`src/rtl/pe_mac_cfg_if.sv`:
```
// Operand, control and result bundle of one systolic-array processing element.
// The master drives the beat; the slave (the PE) returns pass-through and result.
interface pe_mac_cfg_if #(
    parameter int unsigned DATA_WIDTH = 16,
    parameter int unsigned ACC_WIDTH  = 40
) ();
    logic                  mode_i;
    logic                  valid_i;
    logic                  clear_i;
    logic                  wload_i;
    logic [DATA_WIDTH-1:0] srca_i;
    logic [DATA_WIDTH-1:0] srcb_i;
    logic [ACC_WIDTH-1:0]  psum_i;

    logic                  valid_o;
    logic                  clear_o;
    logic                  wload_o;
    logic [DATA_WIDTH-1:0] srca_o;
    logic [DATA_WIDTH-1:0] srcb_o;
    logic [ACC_WIDTH-1:0]  psum_o;
    logic                  psum_vld_o;
    logic [DATA_WIDTH-1:0] result_o;

    modport master (
        output mode_i, valid_i, clear_i, wload_i, srca_i, srcb_i, psum_i,
        input  valid_o, clear_o, wload_o, srca_o, srcb_o, psum_o, psum_vld_o, result_o
    );

    modport slave (
        input  mode_i, valid_i, clear_i, wload_i, srca_i, srcb_i, psum_i,
        output valid_o, clear_o, wload_o, srca_o, srcb_o, psum_o, psum_vld_o, result_o
    );
endinterface

```
`src/rtl/pe_mac_cfg.sv`:
```
// Systolic processing element: output-stationary or weight-stationary MAC with a
// wide accumulator, round-half-up quantisation and optional output saturation.
module pe_mac_cfg #(
    parameter int unsigned DATA_WIDTH = 16,
    parameter int unsigned FRAC_BITS  = 8,
    parameter int unsigned ACC_WIDTH  = 40,
    parameter int unsigned SAT        = 1
) (
    input logic         clk_i,
    input logic         rst_ni,
    pe_mac_cfg_if.slave bus
);
    localparam int unsigned PW = 2 * DATA_WIDTH;
    localparam int unsigned QW = ACC_WIDTH + 1;

    localparam logic signed [QW-1:0] RND_Q = QW'(1) << (FRAC_BITS - 1);
    localparam logic signed [QW-1:0] MAX_Q = {{(QW-DATA_WIDTH+1){1'b0}}, {(DATA_WIDTH-1){1'b1}}};
    localparam logic signed [QW-1:0] MIN_Q = {{(QW-DATA_WIDTH+1){1'b1}}, {(DATA_WIDTH-1){1'b0}}};

    // stage 0 registers
    logic [DATA_WIDTH-1:0]        r_srca;
    logic [DATA_WIDTH-1:0]        r_srcb;
    logic                         r_valid;
    logic                         r_clear;
    logic                         r_wload;
    logic                         r_mode;
    logic signed [DATA_WIDTH-1:0] r_weight;
    logic signed [ACC_WIDTH-1:0]  r_prod;
    logic signed [ACC_WIDTH-1:0]  r_psum_in;

    // stage 1 registers
    logic signed [ACC_WIDTH-1:0]  r_acc;
    logic                         r_psum_vld;

    logic signed [PW-1:0]         w_a_ext;
    logic signed [PW-1:0]         w_b_ext;
    logic signed [PW-1:0]         w_prod;
    logic                         w_mode_chg;
    logic signed [ACC_WIDTH-1:0]  w_acc_base;
    logic signed [ACC_WIDTH-1:0]  w_acc_nxt;
    logic signed [QW-1:0]         w_round;
    logic signed [QW-1:0]         w_shift;
    logic [DATA_WIDTH-1:0]        w_result;

    // Multiplier: in WS the stored weight replaces srcb; a same-cycle load lands after this beat
    always_comb begin
        w_a_ext = PW'($signed(bus.srca_i));
        w_b_ext = r_mode ? PW'(r_weight) : PW'($signed(bus.srcb_i));
        w_prod  = w_a_ext * w_b_ext;
    end

    always_ff @(posedge clk_i or negedge rst_ni) begin
        if (!rst_ni) begin
            r_srca    <= '0;
            r_srcb    <= '0;
            r_valid   <= 1'b0;
            r_clear   <= 1'b0;
            r_wload   <= 1'b0;
            r_mode    <= 1'b0;
            r_weight  <= '0;
            r_prod    <= '0;
            r_psum_in <= '0;
        end else begin
            r_srca    <= bus.srca_i;
            r_srcb    <= bus.srcb_i;
            r_valid   <= bus.valid_i;
            r_clear   <= bus.clear_i & bus.valid_i;
            r_wload   <= bus.wload_i;
            r_mode    <= bus.mode_i;
            r_prod    <= ACC_WIDTH'(w_prod);
            r_psum_in <= bus.psum_i;
            if (bus.wload_i) begin
                r_weight <= bus.srcb_i;
            end
        end
    end

    // OS folds into the local sum (restarting on clear); WS adds to the neighbour's psum
    always_comb begin
        w_mode_chg = (r_mode != bus.mode_i);
        w_acc_base = r_clear ? '0 : r_acc;
        w_acc_nxt  = r_mode ? (r_psum_in + r_prod) : (w_acc_base + r_prod);
    end

    // A mode switch flushes the accumulator and drops whatever beat is in stage 1
    always_ff @(posedge clk_i or negedge rst_ni) begin
        if (!rst_ni) begin
            r_acc      <= '0;
            r_psum_vld <= 1'b0;
        end else if (w_mode_chg) begin
            r_acc      <= '0;
            r_psum_vld <= 1'b0;
        end else begin
            r_psum_vld <= r_valid;
            if (r_valid) begin
                r_acc <= w_acc_nxt;
            end
        end
    end

    // One guard bit keeps the rounding add exact before the arithmetic shift
    always_comb begin
        w_round = QW'(r_acc) + RND_Q;
        w_shift = w_round >>> FRAC_BITS;
    end

    if (SAT != 0) begin : g_sat
        always_comb begin
            if (w_shift > MAX_Q) begin
                w_result = MAX_Q[DATA_WIDTH-1:0];
            end else if (w_shift < MIN_Q) begin
                w_result = MIN_Q[DATA_WIDTH-1:0];
            end else begin
                w_result = w_shift[DATA_WIDTH-1:0];
            end
        end
    end else begin : g_trunc
        assign w_result = w_shift[DATA_WIDTH-1:0];
    end

    assign bus.valid_o    = r_valid;
    assign bus.clear_o    = r_clear;
    assign bus.wload_o    = r_wload;
    assign bus.srca_o     = r_srca;
    assign bus.srcb_o     = r_srcb;
    assign bus.psum_o     = r_acc;
    assign bus.psum_vld_o = r_psum_vld;
    assign bus.result_o   = w_result;

endmodule

```
`src/flat_wrapper.sv`:
```
// flat-port wrapper written by rule: the top's interface ports become plain ports
module pe_mac_cfg_flat 
#(
    parameter int unsigned DATA_WIDTH = 16,
    parameter int unsigned FRAC_BITS  = 8,
    parameter int unsigned ACC_WIDTH  = 40,
    parameter int unsigned SAT        = 1
)
  (clk_i, rst_ni, bus_mode_i, bus_valid_i, bus_clear_i, bus_wload_i, bus_srca_i, bus_srcb_i, bus_psum_i, bus_valid_o, bus_clear_o, bus_wload_o, bus_srca_o, bus_srcb_o, bus_psum_o, bus_psum_vld_o, bus_result_o);
  pe_mac_cfg_if #(.DATA_WIDTH(DATA_WIDTH), .ACC_WIDTH(ACC_WIDTH)) bus_i ();
  input logic clk_i;
  input logic rst_ni;
  input wire logic [$bits(bus_i.mode_i)-1:0] bus_mode_i;
  input wire logic [$bits(bus_i.valid_i)-1:0] bus_valid_i;
  input wire logic [$bits(bus_i.clear_i)-1:0] bus_clear_i;
  input wire logic [$bits(bus_i.wload_i)-1:0] bus_wload_i;
  input wire logic [$bits(bus_i.srca_i)-1:0] bus_srca_i;
  input wire logic [$bits(bus_i.srcb_i)-1:0] bus_srcb_i;
  input wire logic [$bits(bus_i.psum_i)-1:0] bus_psum_i;
  output wire logic [$bits(bus_i.valid_o)-1:0] bus_valid_o;
  output wire logic [$bits(bus_i.clear_o)-1:0] bus_clear_o;
  output wire logic [$bits(bus_i.wload_o)-1:0] bus_wload_o;
  output wire logic [$bits(bus_i.srca_o)-1:0] bus_srca_o;
  output wire logic [$bits(bus_i.srcb_o)-1:0] bus_srcb_o;
  output wire logic [$bits(bus_i.psum_o)-1:0] bus_psum_o;
  output wire logic [$bits(bus_i.psum_vld_o)-1:0] bus_psum_vld_o;
  output wire logic [$bits(bus_i.result_o)-1:0] bus_result_o;
  assign bus_i.mode_i = bus_mode_i;
  assign bus_i.valid_i = bus_valid_i;
  assign bus_i.clear_i = bus_clear_i;
  assign bus_i.wload_i = bus_wload_i;
  assign bus_i.srca_i = bus_srca_i;
  assign bus_i.srcb_i = bus_srcb_i;
  assign bus_i.psum_i = bus_psum_i;
  assign bus_valid_o = bus_i.valid_o;
  assign bus_clear_o = bus_i.clear_o;
  assign bus_wload_o = bus_i.wload_o;
  assign bus_srca_o = bus_i.srca_o;
  assign bus_srcb_o = bus_i.srcb_o;
  assign bus_psum_o = bus_i.psum_o;
  assign bus_psum_vld_o = bus_i.psum_vld_o;
  assign bus_result_o = bus_i.result_o;
  pe_mac_cfg #(.DATA_WIDTH(DATA_WIDTH), .FRAC_BITS(FRAC_BITS), .ACC_WIDTH(ACC_WIDTH), .SAT(SAT)) u_core (.clk_i(clk_i), .rst_ni(rst_ni), .bus(bus_i));
endmodule
```
`config.mk`:
```
export PLATFORM = sky130hd
export DESIGN_NAME = pe_mac_cfg_flat
export DESIGN_NICKNAME = d
export VERILOG_FILES = /design/src/rtl/pe_mac_cfg_if.sv /design/src/rtl/pe_mac_cfg.sv /design/src/flat_wrapper.sv
export SDC_FILE = /design/constraint.sdc
export NUM_CORES = 1
export LEC_CHECK = 0
export CAP_MARGIN = 20
export CORE_UTILIZATION = 50
export CTS_BUF_LIST = sky130_fd_sc_hd__clkbuf_4 sky130_fd_sc_hd__clkbuf_8 sky130_fd_sc_hd__clkbuf_16
export DETAILED_ROUTE_END_ITERATION = 10
export DONT_BUFFER_PORTS = 1
export SLEW_MARGIN = 20
export SYNTH_ARGS = -nofsm -noshare
export SYNTH_HDL_FRONTEND = slang
export SYNTH_SLANG_ARGS = --single-unit
```
`constraint.sdc`:
```
create_clock -name clk_i -period 7.6 [get_ports clk_i]
set_clock_uncertainty 0.1 [all_clocks]
set_input_delay 1.52 -clock clk_i [delete_from_list [all_inputs] [get_ports clk_i]]
set_output_delay 1.52 -clock clk_i [all_outputs]
set_load 0.02 [all_outputs]
```
==> impl_results.md <==
- Status: finished clean
- Worst skew pair latency: between 0.4 and 0.5 ns
- I/O Buffers: 0
- DRT iter0 DRCs: 714
- Ratio of cells with drive above 1 in the final layout: under 10%
- Final Setup Violations: 0
- EDFF count, synth: 0
- Clk buf depth: 2
- Placement Setup Slack: -0.318 ns
- Worst slew pin tran: ~0.93 ns
- Initial Util: about 51%
- Crit-path slowest cell: fa_1
- WP depth: 25
- GRT Util Overall: about 25%
- WP data required: between 7 and 8 ns
- Chip width: approximately 190 µm
- Cts bufs inserted: 17
- Crit start category: input pin
- Final GP Congestion: slightly below 0.9
- Synth async-reset ratio: 100%
- Slack of the critical path: about 0.33 ns
- Sequential-to-total area share from yosys stat: between 20 and 25%
- Commonest cells after routing, fill and taps aside: inv_1, fa_1, nand2_1, dfrtp_1, ha_1
- Worst path bufs/invs: 7
- RSZ-0062 raised after global routing: false
- MaxCap Viol Count: 0
- Worst hold path class: reg2reg
- Reg2Reg Depth: 25
- CTS tree: yes
- Worst reg2reg startpoint: u_core.r_mode
- Initial antenna violation count: 1
- Crit-path max cell delay: about 0.56 ns
- Rel. slew slack: around 37%
- Worst Setup EP: u_core.r_prod[22]
- Number of synthesis warnings: 0
- Filler cell count: ~3200
- Wire length of the first global-routing pass: between 70 and 80 mm
- Die area: between 30000 and 40000 µm²
- CORE AREA: between 30000 and 40000 µm²
- Global route overflow: 0
- Max FO, Critical Path: 4
- Fin. Hold Viols: 0
- Io pins: 170
- H-Tree Depth: 4
- Fin crit period: approximately 7.3 ns
- Synth Net Count: between 2000 and 2500
- Fmax: ~0.14 GHz
- Min-Delay Path Depth: 1
- Cell area after synthesis: 18400 µm²
- Remaining DRCs: 0
- Clk slew on worst S/H paths: ~0.070 ns
- Final cycle utilization of the critical path: between 90 and 100%
- Design area: 19800 µm²
- Number of global-route vias before repair: between 10000 and 15000
- Most used flip-flop cell after synthesis: dfrtp_1
- #FFs+latches synth: between 150 and 200
- Synth Area per Inst: around 9.6 µm²
- Worst Setup SP: bus_srcb_i[5]
- Final nets: approximately 2400
- Post-Synthesis Cells: between 1500 and 2000
- WL per Instance: roughly 18 µm
- Num rows: a little under 70
- WS Path Type: in2reg
- DR pass1 iterations: 5
- CP top delay family: adder cells
- Clk root buf: clkbuf_16
- Post-CTS Hold Fix Bufs: 0
- Worst Path Arrival: 7.55 ns
- Post-synthesis cell type count: 71
- WL final: around 44 mm
- Die span in y: 194 µm
- Final slew viol count: 0
- Most common cell after layout, fill and taps aside: inv_1
- Vias: approximately 13000
- Via density per instance: 5.46
- Area growth from synthesis to layout: 7.57%
- Remaining antenna violation count: 0
- Post-DP Area: around 19000 µm²
- DPL Wire Length: ~35 mm
- Crit-path most repeated cell: fa_1
- R2R setup slack: ~0.67 ns
- Crit. End Element: register
- Crit Reg-Reg Endpoint: u_core.r_prod[22]
- Total clock sinks: 165
- Largest net degree at the start of global routing: 166
[cells in the mapped netlist, types with 21 or more instances]
library cell,number,area [µm²]
inv_1,334,1250
fa_1,263,5270
nand2_1,187,702
dfrtp_1,165,4130
ha_1,122,1530
and2_1,117,732
o21ai_0,76,380
clkbuf_1,71,267
a21oi_1,67,335
nor2_1,62,233
xnor2_1,48,420
a22o_1,44,385
xor2_1,40,350
mux2_2,32,360
nand3_1,28,140
nor2b_1,21,131
nor3_1,21,105
[kinds of logic (layout without fill, tap and decap cells)]
kind of cell	Yosys count	in the layout	share of synthesized area [%]
muxes	35	35	2.13
xor gates and xnor gates	88	88	4.20
AOI/OAI and AO/OA	309	309	11.3
and+or+nand+nor	520	520	14.3
adders and majority gates	385	385	37.0
other	0	2	0
buffers and inverters	415	436	8.61
DFF	165	165	22.5
[state kept, by name (all words and copies together) (netlist names), 16 cells and up]
signal / flops
u_core.bus.psum_o: 40
u_core.r_psum_in: 40
u_core.r_prod: 32
u_core.bus.srca_o: 16
u_core.bus.srcb_o: 16
u_core.r_weight: 16
[per-stage QoR]
| step | setup TNS, ns | hold slack (ns) | util [%] | instances |
|---|---|---|---|---|
| 4_1_cts | 0 | 0.405 | 55.1 | 2399 |
| 3_5_place_dp | -0.993 | 0.390 | 53.4 | 2367 |
| 5_1_grt | 0 | 0.416 | 55.1 | 2400 |
| 3_3_place_gp | -0.711 | 0.383 | 53.4 | 2367 |
| 2_1_floorplan | 0 | 0.375 | - | 1917 |
| 6_report | 0 | 0.405 | 55.1 | 2401 |
[worst register-to-register path, cell delays in order (launching register included)]
cell,delay [ns]
dfrtp_2,0.56
buf_4,0.25
mux2_2,0.41
nand2_1,0.11
fa_1,0.44
fa_1,0.52
fa_1,0.43
fa_1,0.50
inv_1,0.06
fa_1,0.56
inv_1,0.06
fa_1,0.52
inv_1,0.04
ha_1,0.30
buf_4,0.15
nand4_1,0.10
nor2_1,0.08
a2111oi_2,0.34
buf_4,0.17
o21ai_0,0.12
buf_4,0.17
a21boi_0,0.21
o21ai_0,0.14
a21o_1,0.19
a21oi_1,0.17
xnor2_1,0.13
[area by class of cell]
| class | count | area (µm²) | share of cell area, % |
|---|---|---|---|
| well taps | 461 | 577 | 2.92 |
| clock buffers | 17 | 425 | 2.15 |
| clock inverters | 15 | 163 | 0.824 |
| multi-input cells | 1337 | 12700 | 64.2 |
| inverters | 335 | 1260 | 6.37 |
| diodes | 2 | 5.00 | 0.0253 |
| flip-flops and latches | 165 | 4130 | 20.9 |
| repair buffers | 69 | 518 | 2.62 |
[how the worst min path moves through the flow]
| stage | startpoint | endpoint | slack [ns] |
|---|---|---|---|
| 2_1_floorplan | u_core.r_weight[10] | u_core.r_weight[10] | 0.37 |
| 3_3_place_gp | u_core.r_weight[1] | u_core.r_weight[1] | 0.38 |
| 3_5_place_dp | u_core.r_weight[1] | u_core.r_weight[1] | 0.39 |
| 4_1_cts | u_core.r_weight[7] | u_core.r_weight[7] | 0.41 |
| 5_1_grt | u_core.r_weight[6] | u_core.r_weight[6] | 0.42 |
| 6_report | u_core.r_weight[7] | u_core.r_weight[7] | 0.41 |
[routing by layer]
layer	GRT usage (%)	up-vias	wire length (µm)
met5	0	-	0
met4	7.17	0	790
li1	-	6169	-
met2	40.4	342	20500
met1	34.2	6542	20700
met3	4.73	55	2310
[repair_timing]
item,in CTS,in global routing
endpoints found under the setup margin,0,3
gates resized for setup,0,4
setup buffers,0,0
Power is not shown: default switching activity piles up to over one toggle a cycle in this logic, so the estimate is an artifact.
